### config.mk
export PLATFORM = sky130hd
export DESIGN_NAME = q69_mac_feeder
export DESIGN_NICKNAME = d
export VERILOG_FILES = /design/src/rtl/q69_pkg.sv /design/src/rtl/q69_round_sat.sv /design/src/rtl/q69_mac_feeder.sv
export SDC_FILE = /design/constraint.sdc
export NUM_CORES = 1
export LEC_CHECK = 0
export BUFFER_PORTS_ARGS = -buffer_cell sky130_fd_sc_hd__buf_2
export CAP_MARGIN = 20
export CORE_ASPECT_RATIO = 0.6
export CORE_UTILIZATION = 65
export DETAILED_ROUTE_END_ITERATION = 10
export PLACE_DENSITY = 0.84
export SETUP_SLACK_MARGIN = 0.3
export SYNTH_ARGS = -nofsm -noshare
export SYNTH_HDL_FRONTEND = slang
export SYNTH_SLANG_ARGS = --single-unit
### constraint.sdc
create_clock -name clk -period 9.5 [get_ports clk]
set_input_delay 0.475 -clock clk [delete_from_list [all_inputs] [get_ports clk]]
set_output_delay 0.475 -clock clk [all_outputs]
set_load 0.02 [all_outputs]
### src/rtl/q69_pkg.sv
// Shared Q6.9 fixed-point constants and the MAC feeder state encoding.
package q69_pkg;
  localparam int DATA_W = 16;
  localparam int FRAC_W = 9;

  localparam logic [15:0] Q69_MAX = 16'h7fff;
  localparam logic [15:0] Q69_MIN = 16'h8000;
  localparam logic [15:0] Q69_ONE = 16'h0200;

  typedef enum logic [1:0] {S_ACC, S_RND, S_OUT} state_e;
endpackage

### src/rtl/q69_round_sat.sv
// Reduces a full-precision Q accumulator to a saturated Q6.9 word.
// MAC_ROUND_EN selects round-half-up; otherwise the result is truncated toward -inf.
module q69_round_sat #(
  parameter int DATA_W = q69_pkg::DATA_W,
  parameter int FRAC_W = q69_pkg::FRAC_W,
  parameter int ACC_W  = 40
) (
  input  logic [ACC_W-1:0]  i_acc,
  output logic [DATA_W-1:0] o_data,
  output logic              o_sat
);
  localparam int Q_W = ACC_W + 1 - FRAC_W;

  logic [ACC_W:0]         w_ext;
  logic [ACC_W:0]         w_rnd;
  logic [Q_W-1:0]         w_q;
  logic [Q_W-DATA_W:0]    w_hi;

  // One guard bit so the rounding increment can never wrap the sign.
  assign w_ext = {i_acc[ACC_W-1], i_acc};
`ifdef MAC_ROUND_EN
  assign w_rnd = w_ext + ((ACC_W+1)'(1) << (FRAC_W-1));
`else
  assign w_rnd = w_ext;
`endif
  assign w_q  = w_rnd[ACC_W:FRAC_W];
  assign w_hi = w_q[Q_W-1:DATA_W-1];

  // In range exactly when every bit above the result's sign matches it.
  always_comb begin
    o_sat  = 1'b0;
    o_data = w_q[DATA_W-1:0];
    if (!((&w_hi) || (~|w_hi))) begin
      o_sat  = 1'b1;
      o_data = w_q[Q_W-1] ? {1'b1, {(DATA_W-1){1'b0}}} : {1'b0, {(DATA_W-1){1'b1}}};
    end
  end
endmodule

### src/rtl/q69_mac_feeder.sv
// Q6.9 multiply-accumulate feeder: LEN (a,w) beats plus bias, rounded and
// saturated into one result presented on a valid/ready output port.
module q69_mac_feeder
  import q69_pkg::*;
#(
  parameter int DATA_W = q69_pkg::DATA_W,
  parameter int FRAC_W = q69_pkg::FRAC_W,
  parameter int LEN    = 16,
  parameter int ACC_W  = 40
) (
  input  logic              clk,
  input  logic              rst,
  input  logic              in_valid,
  output logic              in_ready,
  input  logic [DATA_W-1:0] in_a,
  input  logic [DATA_W-1:0] in_w,
  input  logic [DATA_W-1:0] in_bias,
  output logic              out_valid,
  input  logic              out_ready,
  output logic [DATA_W-1:0] out_data,
  output logic              out_sat
);
  localparam int CNT_W = (LEN > 1) ? $clog2(LEN) : 1;

  state_e              r_state;
  logic [CNT_W-1:0]    r_cnt;
  logic [ACC_W-1:0]    r_acc;
  logic                r_valid;
  logic [DATA_W-1:0]   r_data;
  logic                r_sat;

  logic signed [2*DATA_W-1:0] w_prod;
  logic [ACC_W-1:0]    w_prod_ext;
  logic [ACC_W-1:0]    w_bias;
  logic [ACC_W-1:0]    w_base;
  logic                w_beat;
  logic                w_last;
  logic [DATA_W-1:0]   w_rs_data;
  logic                w_rs_sat;

  assign in_ready   = (r_state == S_ACC);
  assign w_beat     = in_valid && in_ready;
  assign w_last     = (r_cnt == CNT_W'(LEN-1));

  assign w_prod     = $signed(in_a) * $signed(in_w);
  assign w_prod_ext = {{(ACC_W-2*DATA_W){w_prod[2*DATA_W-1]}}, w_prod};
  // Bias is aligned to the product's 2*FRAC_W fraction bits.
  assign w_bias     = {{(ACC_W-DATA_W-FRAC_W){in_bias[DATA_W-1]}}, in_bias, {FRAC_W{1'b0}}};
  assign w_base     = (r_cnt == '0) ? w_bias : r_acc;

  q69_round_sat #(.DATA_W(DATA_W), .FRAC_W(FRAC_W), .ACC_W(ACC_W)) u_rs (
    .i_acc  (r_acc),
    .o_data (w_rs_data),
    .o_sat  (w_rs_sat)
  );

  always_ff @(posedge clk) begin
    if (!rst) begin
      r_state <= S_ACC;
      r_cnt   <= '0;
      r_acc   <= '0;
      r_valid <= 1'b0;
      r_data  <= '0;
      r_sat   <= 1'b0;
    end else begin
      case (r_state)
        S_ACC: if (w_beat) begin
          r_acc <= w_base + w_prod_ext;
          if (w_last) begin
            r_cnt   <= '0;
            r_state <= S_RND;
          end else begin
            r_cnt <= r_cnt + CNT_W'(1);
          end
        end
        S_RND: begin
          r_data  <= w_rs_data;
          r_sat   <= w_rs_sat;
          r_valid <= 1'b1;
          r_state <= S_OUT;
        end
        S_OUT: if (out_ready) begin
          r_valid <= 1'b0;
          r_state <= S_ACC;
        end
        default: r_state <= S_ACC;
      endcase
    end
  end

  assign out_valid = r_valid;
  assign out_data  = r_data;
  assign out_sat   = r_sat;
endmodule

==> results of run 1 <==
==> synth_stat cells (all sizes together) (8+ instances only) <==
| cell | n | share of area, % |
|---|---|---|
| a211oi | 9 | 0.63 |
| a21boi | 8 | 0.41 |
| a21o | 42 | 2.2 |
| a21oi | 68 | 2.4 |
| a31oi | 20 | 0.95 |
| and2 | 166 | 7.1 |
| clkbuf | 62 | 1.7 |
| dfxtp | 64 | 8.7 |
| fa | 263 | 36 |
| ha | 122 | 10 |
| inv | 296 | 7.6 |
| nand2 | 246 | 6.3 |
| nand2b | 12 | 0.51 |
| nand3 | 8 | 0.27 |
| nand4 | 10 | 0.47 |
| nor2 | 40 | 1.1 |
| nor2b | 8 | 0.34 |
| nor3 | 15 | 0.58 |
| o21a | 11 | 0.57 |
| o21ai | 101 | 3.5 |
| xnor2 | 44 | 2.7 |
| xor2 | 28 | 1.7 |
==> per-stage QoR <==
stage                     cells  util, %  cell area [um^2]  hold WS [ns]
after floorplan            1718        -             14700         0.439
after global placement     2031     68.6             15200         0.451
after detailed placement   2031     68.6             15200         0.464
after CTS                  2046     70.0             15500         0.468
after global routing       2047     70.0             15500         0.494
final                      2047     70.0             15500         0.474
==> per-layer routing <==
| metal | vias up | share of wire, % | global-route usage [%] | wire, um |
|---|---|---|---|---|
| met5 | - | 0 | 0 | 0 |
| met4 | 0 | 1.4 | 5.42 | 488 |
| met3 | 42 | 8.3 | 5.82 | 2820 |
| met2 | 463 | 47 | 49.7 | 16100 |
| met1 | 5855 | 43 | 44.2 | 14700 |
| li1 | 5431 | - | - | - |
==> how the worst max path moves through the flow <==
stage	end	slack, ns	cells after the start
after floorplan	r_acc[34]$_SDFFE_PN0P_	1.37	30
after global placement	r_acc[34]$_SDFFE_PN0P_	1.00	30
after detailed placement	r_acc[34]$_SDFFE_PN0P_	0.71	30
after CTS	r_acc[34]$_SDFFE_PN0P_	1.03	30
after global routing	r_acc[34]$_SDFFE_PN0P_	0.53	30
final	r_acc[34]$_SDFFE_PN0P_	0.97	30
==> flip-flops by register name, summed over array words and instances (netlist names) <==
name / cells
out_data: 16
out_sat: 1
out_valid: 1
r_acc: 40
r_cnt: 4
r_state: 2
==> cell families after synthesis <==
| family | Yosys count |
|---|---|
| flops | 64 |
| mux | 3 |
| fa+ha+maj | 386 |
| simple gates | 534 |
| xor+xnor | 72 |
| buf+inv | 363 |
| compound gates | 296 |
==> cell type report <==
| cell class | instances | share of cell area (%) |
|---|---|---|
| clock buffers | 13 | 1.81 |
| clock inverters | 2 | 0.0807 |
| inverters | 296 | 7.17 |
| multi-input cells | 1291 | 77.7 |
| flip-flops and latches | 64 | 8.27 |
| well taps | 308 | 2.49 |
| repair buffers | 73 | 2.45 |
==> worst max-delay path: cells and delay by family <==
family,cells,cell delay (ns)
adder cells (fa/ha/maj),8,4.11
AO/OA/AOI/OAI,13,2.64
AND/OR/NAND/NOR,4,0.90
buffers and inverters,4,0.51
XOR/XNOR,1,0.14
==> key figures, run 1 <==
Timing
  – Final period util: 89.8%
  – Worst-Margin Slew: 1.01 ns
  – Final setup violating endpoints: 0
  – Max-slew headroom: 32.1%
  – Max Fclk: between 100 and 150 MHz
  – Setup TNS: 0 ns
  – Setup Skew: 0.00943 ns
  – Hold Vio Cnt, Final: 0
  – Tmin final: 8.53 ns
  – Slew Limit Fails: 0
  – RSZ-0062 raised after global routing: false
  – Post-route setup slack: 0.972 ns

Drt
  – Avg WL per Cell: 16.6 um
  – Post-route DRC: 0
  – Wirelength, routed: 34,000 um
  – Initial DRC count: ~940
  – Avg Vias per Cell: around 5.8
  – Via count: 11,800
  – Post-route ant nets: 0
  – Drt pass-1 iters: 6

CTS
  – Root Buffer: clkbuf_16
  – Post-CTS Hold Buffers: 0
  – # H-tree levels: 3
  – Worst-Skew Late Latency: around 0.33 ns
  – Total setup buffers inserted after CTS: 0
  – CTS Buf Count: 9
  – Clk buf depth: 2
  – Post-cts sizing count: 0
  – Clock sink count: 64
  – CTS tree: done
  – CTS clk-pin slew, worst paths: approximately 0.060 ns

Cells and area
  – Synth-to-Final Area Change: 5.43%
  – Most common cell after layout, fill and taps aside: inv_1
  – Most frequent cells in the layout: inv_1 (295), fa_1 (263), nand2_1 (245)
  – Layout cells sized above 1: 7.02%
  – Footprint of the multi-input gates: 0.0120 mm^2
  – FF/Latch Area: 0.00128 mm^2
  – Nets: 2,172
  – Antenna diodes: 0
  – Fill count: 1,717

Setup path
  – Startpoint types: input port
  – Crit path max fanout: 16
  – CP required: 9.78 ns
  – R2R Path Start: r_cnt[0]$_SDFFE_PN0P_
  – Top cell by count, worst path: fa_1
  – Reg-to-reg endpoint: r_acc[24]$_SDFFE_PN0P_
  – R2R depth: 18
  – Setup crit end kind: flop
  – Crit Path Category: in2reg
  – CP startpoint: in_a[15]
  – Worst path slowest cell: fa_1
  – Worst Path Arrival: between 8 and 9 ns
  – CP peak stage delay: 0.90 ns
  – R2r setup slk: roughly 5 ns

Global routing
  – First-pass GRT wire length: 57,800 um
  – Initial antenna violation count: 0
  – Grt ovf: 0
  – Total track usage: 30.9%
  – Pin count of the biggest net entering global routing: 66
  – Vias in the first global route: around 12,000

Placement
  – Worst slack at placement: 0.709 ns
  – Post-DP HPWL: approximately 28,000 um
  – Gpl congestion: a little over 0.9
  – Port-buffer cells: 70

Synthesis
  – Synth Instances: 1,718
  – Synth warn: 0
  – EDFF count, synth: 0
  – Async S/R FF share, synth: 0%
  – Distinct cells, synth: 73
  – Simple-Gate Fraction of Synth Area: 18.0%
  – Largest family of logic cells by synthesized area: adder cells
  – Top FF cell, synth: dfxtp_1
  – Fraction of synthesized area in multiplexers: 0.204%
  – Compound-cell area share of the yosys netlist: around an eighth
  – Post-synthesis sequential area ratio: 8.72%
  – Synthesized net count: 2,155
  – Cell area after synthesis: 0.0147 mm^2
  – #FFs+latches synth: 64
  – Post-Synth Adder-Cell Area: 46.3%
  – Post-Synth XOR/XNOR Area: approximately 4.3%
  – Avg Cell Area, Syn: 8.55 um^2

Worst hold path
  – WHS Endpoint: r_acc[0]$_SDFFE_PN0P_
  – Hold Crit Class: reg2reg
  – Hold Path Origin: r_acc[0]$_SDFFE_PN0P_
  – WHS Path Cells: 2

Floorplanning
  – Die area: 0.0232 mm^2
  – Core Region: 0.0221 mm^2
  – Die W: 196 um
  – # rows: 42
  – Die Y: between 100 and 150 um
  – Initial Util: 66.4%
  – Top Ports: 71

Status
  – Run status: finished, final reports clean

Run
  – Max-cap violation count: 0
Power of run 1 is not shown: default switching activity piles up to over one toggle a cycle in this logic, so the estimate is an artifact.
==> run 2, diff against run 1 <==
Clock period 9.5 ns to 10.88 ns, I/O delays scaled along.
==> key figures, run 2 (synthesized netlist as in run 1, its figures left out) <==
Setup path
  – Setup crit end kind: flop
  – R2R depth: 18
  – CP peak stage delay: 0.92 ns
  – Crit Path Category: in2reg
  – Worst Path Arrival: 8.83 ns
  – Crit path max fanout: 16
  – Reg-to-reg endpoint: r_acc[24]$_SDFFE_PN0P_
  – CP required: 11.15 ns
  – R2r setup slk: 6.28 ns
  – Startpoint types: input port
  – Worst path slowest cell: fa_1
  – R2R Path Start: r_cnt[0]$_SDFFE_PN0P_
  – Top cell by count, worst path: fa_1

Floorplanning
  – Die area: 0.0232 mm^2
  – # rows: 42
  – Die Y: 118 um
  – Top Ports: 71
  – Core Region: 0.0221 mm^2
  – Die W: 196 um
  – Initial Util: 66.4%

CTS
  – Post-cts sizing count: 0
  – Clock sink count: 64
  – CTS clk-pin slew, worst paths: around 0.060 ns
  – Clk buf depth: 2
  – CTS Buf Count: 9
  – # H-tree levels: 3
  – Worst-Skew Late Latency: roughly 0.33 ns
  – Root Buffer: clkbuf_16
  – CTS tree: done
  – Post-CTS Hold Buffers: 0
  – Total setup buffers inserted after CTS: 0

Drt
  – Avg Vias per Cell: between 5 and 6
  – Avg WL per Cell: 16.6 um
  – Via count: between 10,000 and 15,000
  – Post-route ant nets: 0
  – Drt pass-1 iters: 8
  – Wirelength, routed: around 34,000 um
  – Initial DRC count: 933
  – Post-route DRC: 0

Worst hold path
  – WHS Endpoint: r_acc[1]$_SDFFE_PN0P_
  – WHS Path Cells: 2
  – Hold Crit Class: reg2reg
  – Hold Path Origin: r_acc[1]$_SDFFE_PN0P_

Placement
  – Cells after DPL: 2,031
  – Gpl congestion: 0.916
  – Port-buffer cells: 70
  – Post-DP HPWL: 27,700 um

Timing
  – Final period util: 78.6%
  – Max-slew headroom: a little under a third
  – Worst-Margin Slew: ~1.0 ns
  – Tmin final: 8.55 ns
  – RSZ-0062 raised after global routing: false
  – Max Fclk: approximately 120 MHz
  – Final setup violating endpoints: 0
  – Final hold slack: 0.464 ns
  – Setup TNS: 0 ns
  – Setup Skew: around 0.0047 ns
  – Slew Limit Fails: 0
  – Hold Vio Cnt, Final: 0

Cells and area
  – Footprint of the multi-input gates: between 0.01 and 0.015 mm^2
  – Most frequent cells in the layout: inv_1 (295), fa_1 (263), nand2_1 (245)
  – FF/Latch Area: about 0.0013 mm^2
  – Top reg by flops: r_acc
  – Fill count: 1,690
  – Max reg flops: 40
  – Synth-to-Final Area Change: 5.73%
  – Final instance count without filler cells: 2,048
  – Antenna diodes: 0
  – Most common cell after layout, fill and taps aside: inv_1
  – Nets: 2,172
  – Layout cells sized above 1: 7.01%

Global routing
  – Total track usage: 31.1%
  – Grt ovf: 0
  – Vias in the first global route: 12,000
  – Pin count of the biggest net entering global routing: 66
  – Initial antenna violation count: 0
  – First-pass GRT wire length: 58,000 um

Run
  – Max-cap violation count: 0

Status
  – Run status: finished, final reports clean
run 2: worst max path at each step:
| stage | start | to | slack, ns |
|---|---|---|---|
| 5_1_grt | in_a[15] | r_acc[34]$_SDFFE_PN0P_ | 1.90 |
| 4_1_cts | in_a[15] | r_acc[34]$_SDFFE_PN0P_ | 2.40 |
| 3_5_place_dp | in_a[15] | r_acc[34]$_SDFFE_PN0P_ | 2.07 |
| 2_1_floorplan | in_a[15] | r_acc[34]$_SDFFE_PN0P_ | 2.68 |
| 3_3_place_gp | in_a[15] | r_acc[34]$_SDFFE_PN0P_ | 2.31 |
| 6_report | in_a[15] | r_acc[34]$_SDFFE_PN0P_ | 2.33 |
run 2: stage by stage:
step	setup slack [ns]	area, um^2	utilization, %
2_1_floorplan	2.68	14700	-
6_report	2.33	15500	70.2
3_5_place_dp	2.07	15200	68.6
5_1_grt	1.90	15500	70.2
4_1_cts	2.40	15500	70.2
3_3_place_gp	2.31	15200	68.6
run 2: metal layers:
layer / global-route usage, % / vias up / wire [um]
met4: 5.66 / 0 / 597
met1: 45.2 / 5807 / 14700
met2: 49.5 / 463 / 15800
met3: 5.31 / 69 / 2840
li1: - / 5446 / -
met5: 0 / - / 0
run 2: critical path: cells and delay by family:
family	cells	cell delay [ns]
AOI/OAI and AO/OA	13	2.51
and+or+nand+nor	4	0.90
xor gates and xnor gates	1	0.15
adders and majority gates	8	4.17
buffers and inverters	4	0.56
run 2: cell type report:
type	count	share of cell area, %
Clock buffer	10	1.47
Clock inverter	6	0.692
Inverter	296	7.15
Multi-Input combinational cell	1291	77.5
Sequential cell	64	8.25
Tap cell	308	2.48
Timing Repair Buffer	73	2.45
Power of run 2 is left out for the same reason.
==> run 3, diff against run 2 <==
Settings changed: CORE_UTILIZATION 65 to 59, PLACE_DENSITY 0.84 to 0.8.
Clock period 10.88 ns to 7.2 ns, I/O delays scaled along.
==> key figures, run 3 (synthesized netlist as in run 1, its figures left out) <==
Global routing
  – M2 GR Usage: 50.1%
  – Total track usage: 30.7%
  – Grt met1 use: 41.9%
  – Initial antenna violation count: 0
  – Met3 Usage GRT: ~6.7%
  – Vias in the first global route: 13,400
  – Pin count of the biggest net entering global routing: 66
  – Busiest layer in global routing: met2
  – First-pass GRT wire length: between 60,000 and 70,000 um
  – Grt ovf: 0

Status
  – Failing checks: negative setup slack
  – Run status: finished, violations left

CTS
  – Clk buf depth: 2
  – CTS Buf Count: 9
  – Root Buffer: clkbuf_16
  – Worst-Skew Late Latency: 0.33 ns
  – # H-tree levels: 3
  – CTS tree: done
  – Clock sink count: 64
  – CTS clk-pin slew, worst paths: 0.06 ns
  – Post-CTS Hold Buffers: 0

Drt
  – Avg WL per Cell: 18.2 um
  – Avg Vias per Cell: 5.76
  – Wirelength, routed: 42,400 um
  – Post-route ant nets: 0
  – Drt pass-1 iters: 6
  – Initial DRC count: 1,154
  – Post-route DRC: 0
  – Via count: 13,400

Floorplanning
  – Die area: 0.0256 mm^2
  – # rows: between 40 and 50
  – Top Ports: approximately 70
  – Die W: 206 um
  – Initial Util: 60.4%
  – Die Y: 124 um
  – Core Region: 0.0243 mm^2

Timing
  – Final period util: 108%
  – Slew Limit Fails: 0
  – Worst-Margin Slew: 1.13 ns
  – Max Fclk: 129 MHz
  – Setup Skew: 0.0118 ns
  – Final setup violating endpoints: 15
  – Max-slew headroom: 24.7%
  – Hold Vio Cnt, Final: 0
  – Tmin final: 7.76 ns
  – Post-route setup slack: -0.564 ns
  – RSZ-0062 raised after global routing: true
  – Setup TNS: -4.42 ns

Cells and area
  – Antenna diodes: 0
  – Nets: 2,442
  – Most common cell after layout, fill and taps aside: inv_1
  – Top reg by flops: r_acc
  – End-of-flow core utilization: 76.9%
  – Synth-to-Final Area Change: 27.2%
  – Most frequent cells in the layout: inv_1 (279), fa_1 (254), buf_4 (239)
  – Max reg flops: 40
  – Layout cells sized above 1: 26.9%

Setup path
  – Crit path max fanout: 5
  – Setup crit end kind: flop
  – Startpoint types: input port
  – Worst Path Arrival: 8.04 ns
  – Worst path slowest cell: fa_1
  – CP peak stage delay: 0.56 ns
  – Crit Path Category: in2reg
  – CP required: between 7 and 8 ns

Placement
  – Port-buffer cells: 70
  – Worst slack at placement: -0.966 ns
  – Gpl congestion: between 0.9 and 1
  – Post-DP HPWL: around 31,000 um

Worst hold path
  – Hold Crit Class: in2reg

Run
  – Max-cap violation count: 0
## run 3: changes by cell type in the layout (fill, tap and decap cells not counted), moves of 21 or more
cell / delta
buf_2: -24
buf_6: +40
a21oi_2: +21
and2_4: +25
o21ai_0: -29
a21oi_1: -24
buf_4: +237
and2_1: -25
## run 3: worst max-delay path, delay by kind of cell
family	cells	cell delay (ns)
buf+inv	11	1.14
xor+xnor	1	0.16
simple gates	5	0.95
fa+ha+maj	8	3.46
compound gates	10	1.92
## run 3: repair_timing
item                       in CTS  in global routing
gates resized for setup       133                116
cloned                          0                  2
pin swaps                      94                 64
setup buffers                  28                 23
setup endpoints to repair      22                 24
## run 3: per-layer routing
layer | up-vias | wire [um] | share of wire (%)
li1 | 5972 | - | -
met1 | 6656 | 16700 | 40
met2 | 655 | 20600 | 49
met3 | 153 | 3650 | 8.6
met4 | 0 | 1360 | 3.2
met5 | - | 0 | 0
## run 3: area by class of cell
cell class / count / area (um^2)
sequential: 64 / 1280
clock buffer: 9 / 225
fill: 1440 / 5630
timing repair buffer: 343 / 2800
tap: 322 / 403
multi-input combinational: 1291 / 12800
inverter: 296 / 1110
clock inverter: 7 / 103
## run 3: through the flow
stage	hold WS (ns)	instance area [um^2]	instances
after global routing	0.381	18700	2332
after floorplan	0.439	15000	1718
after global placement	0.450	17100	2262
after detailed placement	0.457	17100	2262
final	0.369	18700	2332
after CTS	0.369	18000	2306
## run 3: final timing paths
path / from / to / slack (ns) / depth (start not counted)
setup / recovery: in_w[4] / r_acc[34]$_SDFFE_PN0P_ / -0.56 / 35
setup reg to reg: r_cnt[0]$_SDFFE_PN0P_ / r_acc[34]$_SDFFE_PN0P_ / 2.84 / 19
hold / removal: out_ready / r_state[1]$_SDFFE_PN0P_ / 0.37 / 3
hold reg to reg: r_acc[1]$_SDFFE_PN0P_ / r_acc[1]$_SDFFE_PN0P_ / 0.46 / 2
Power of run 3 is left out for the same reason.
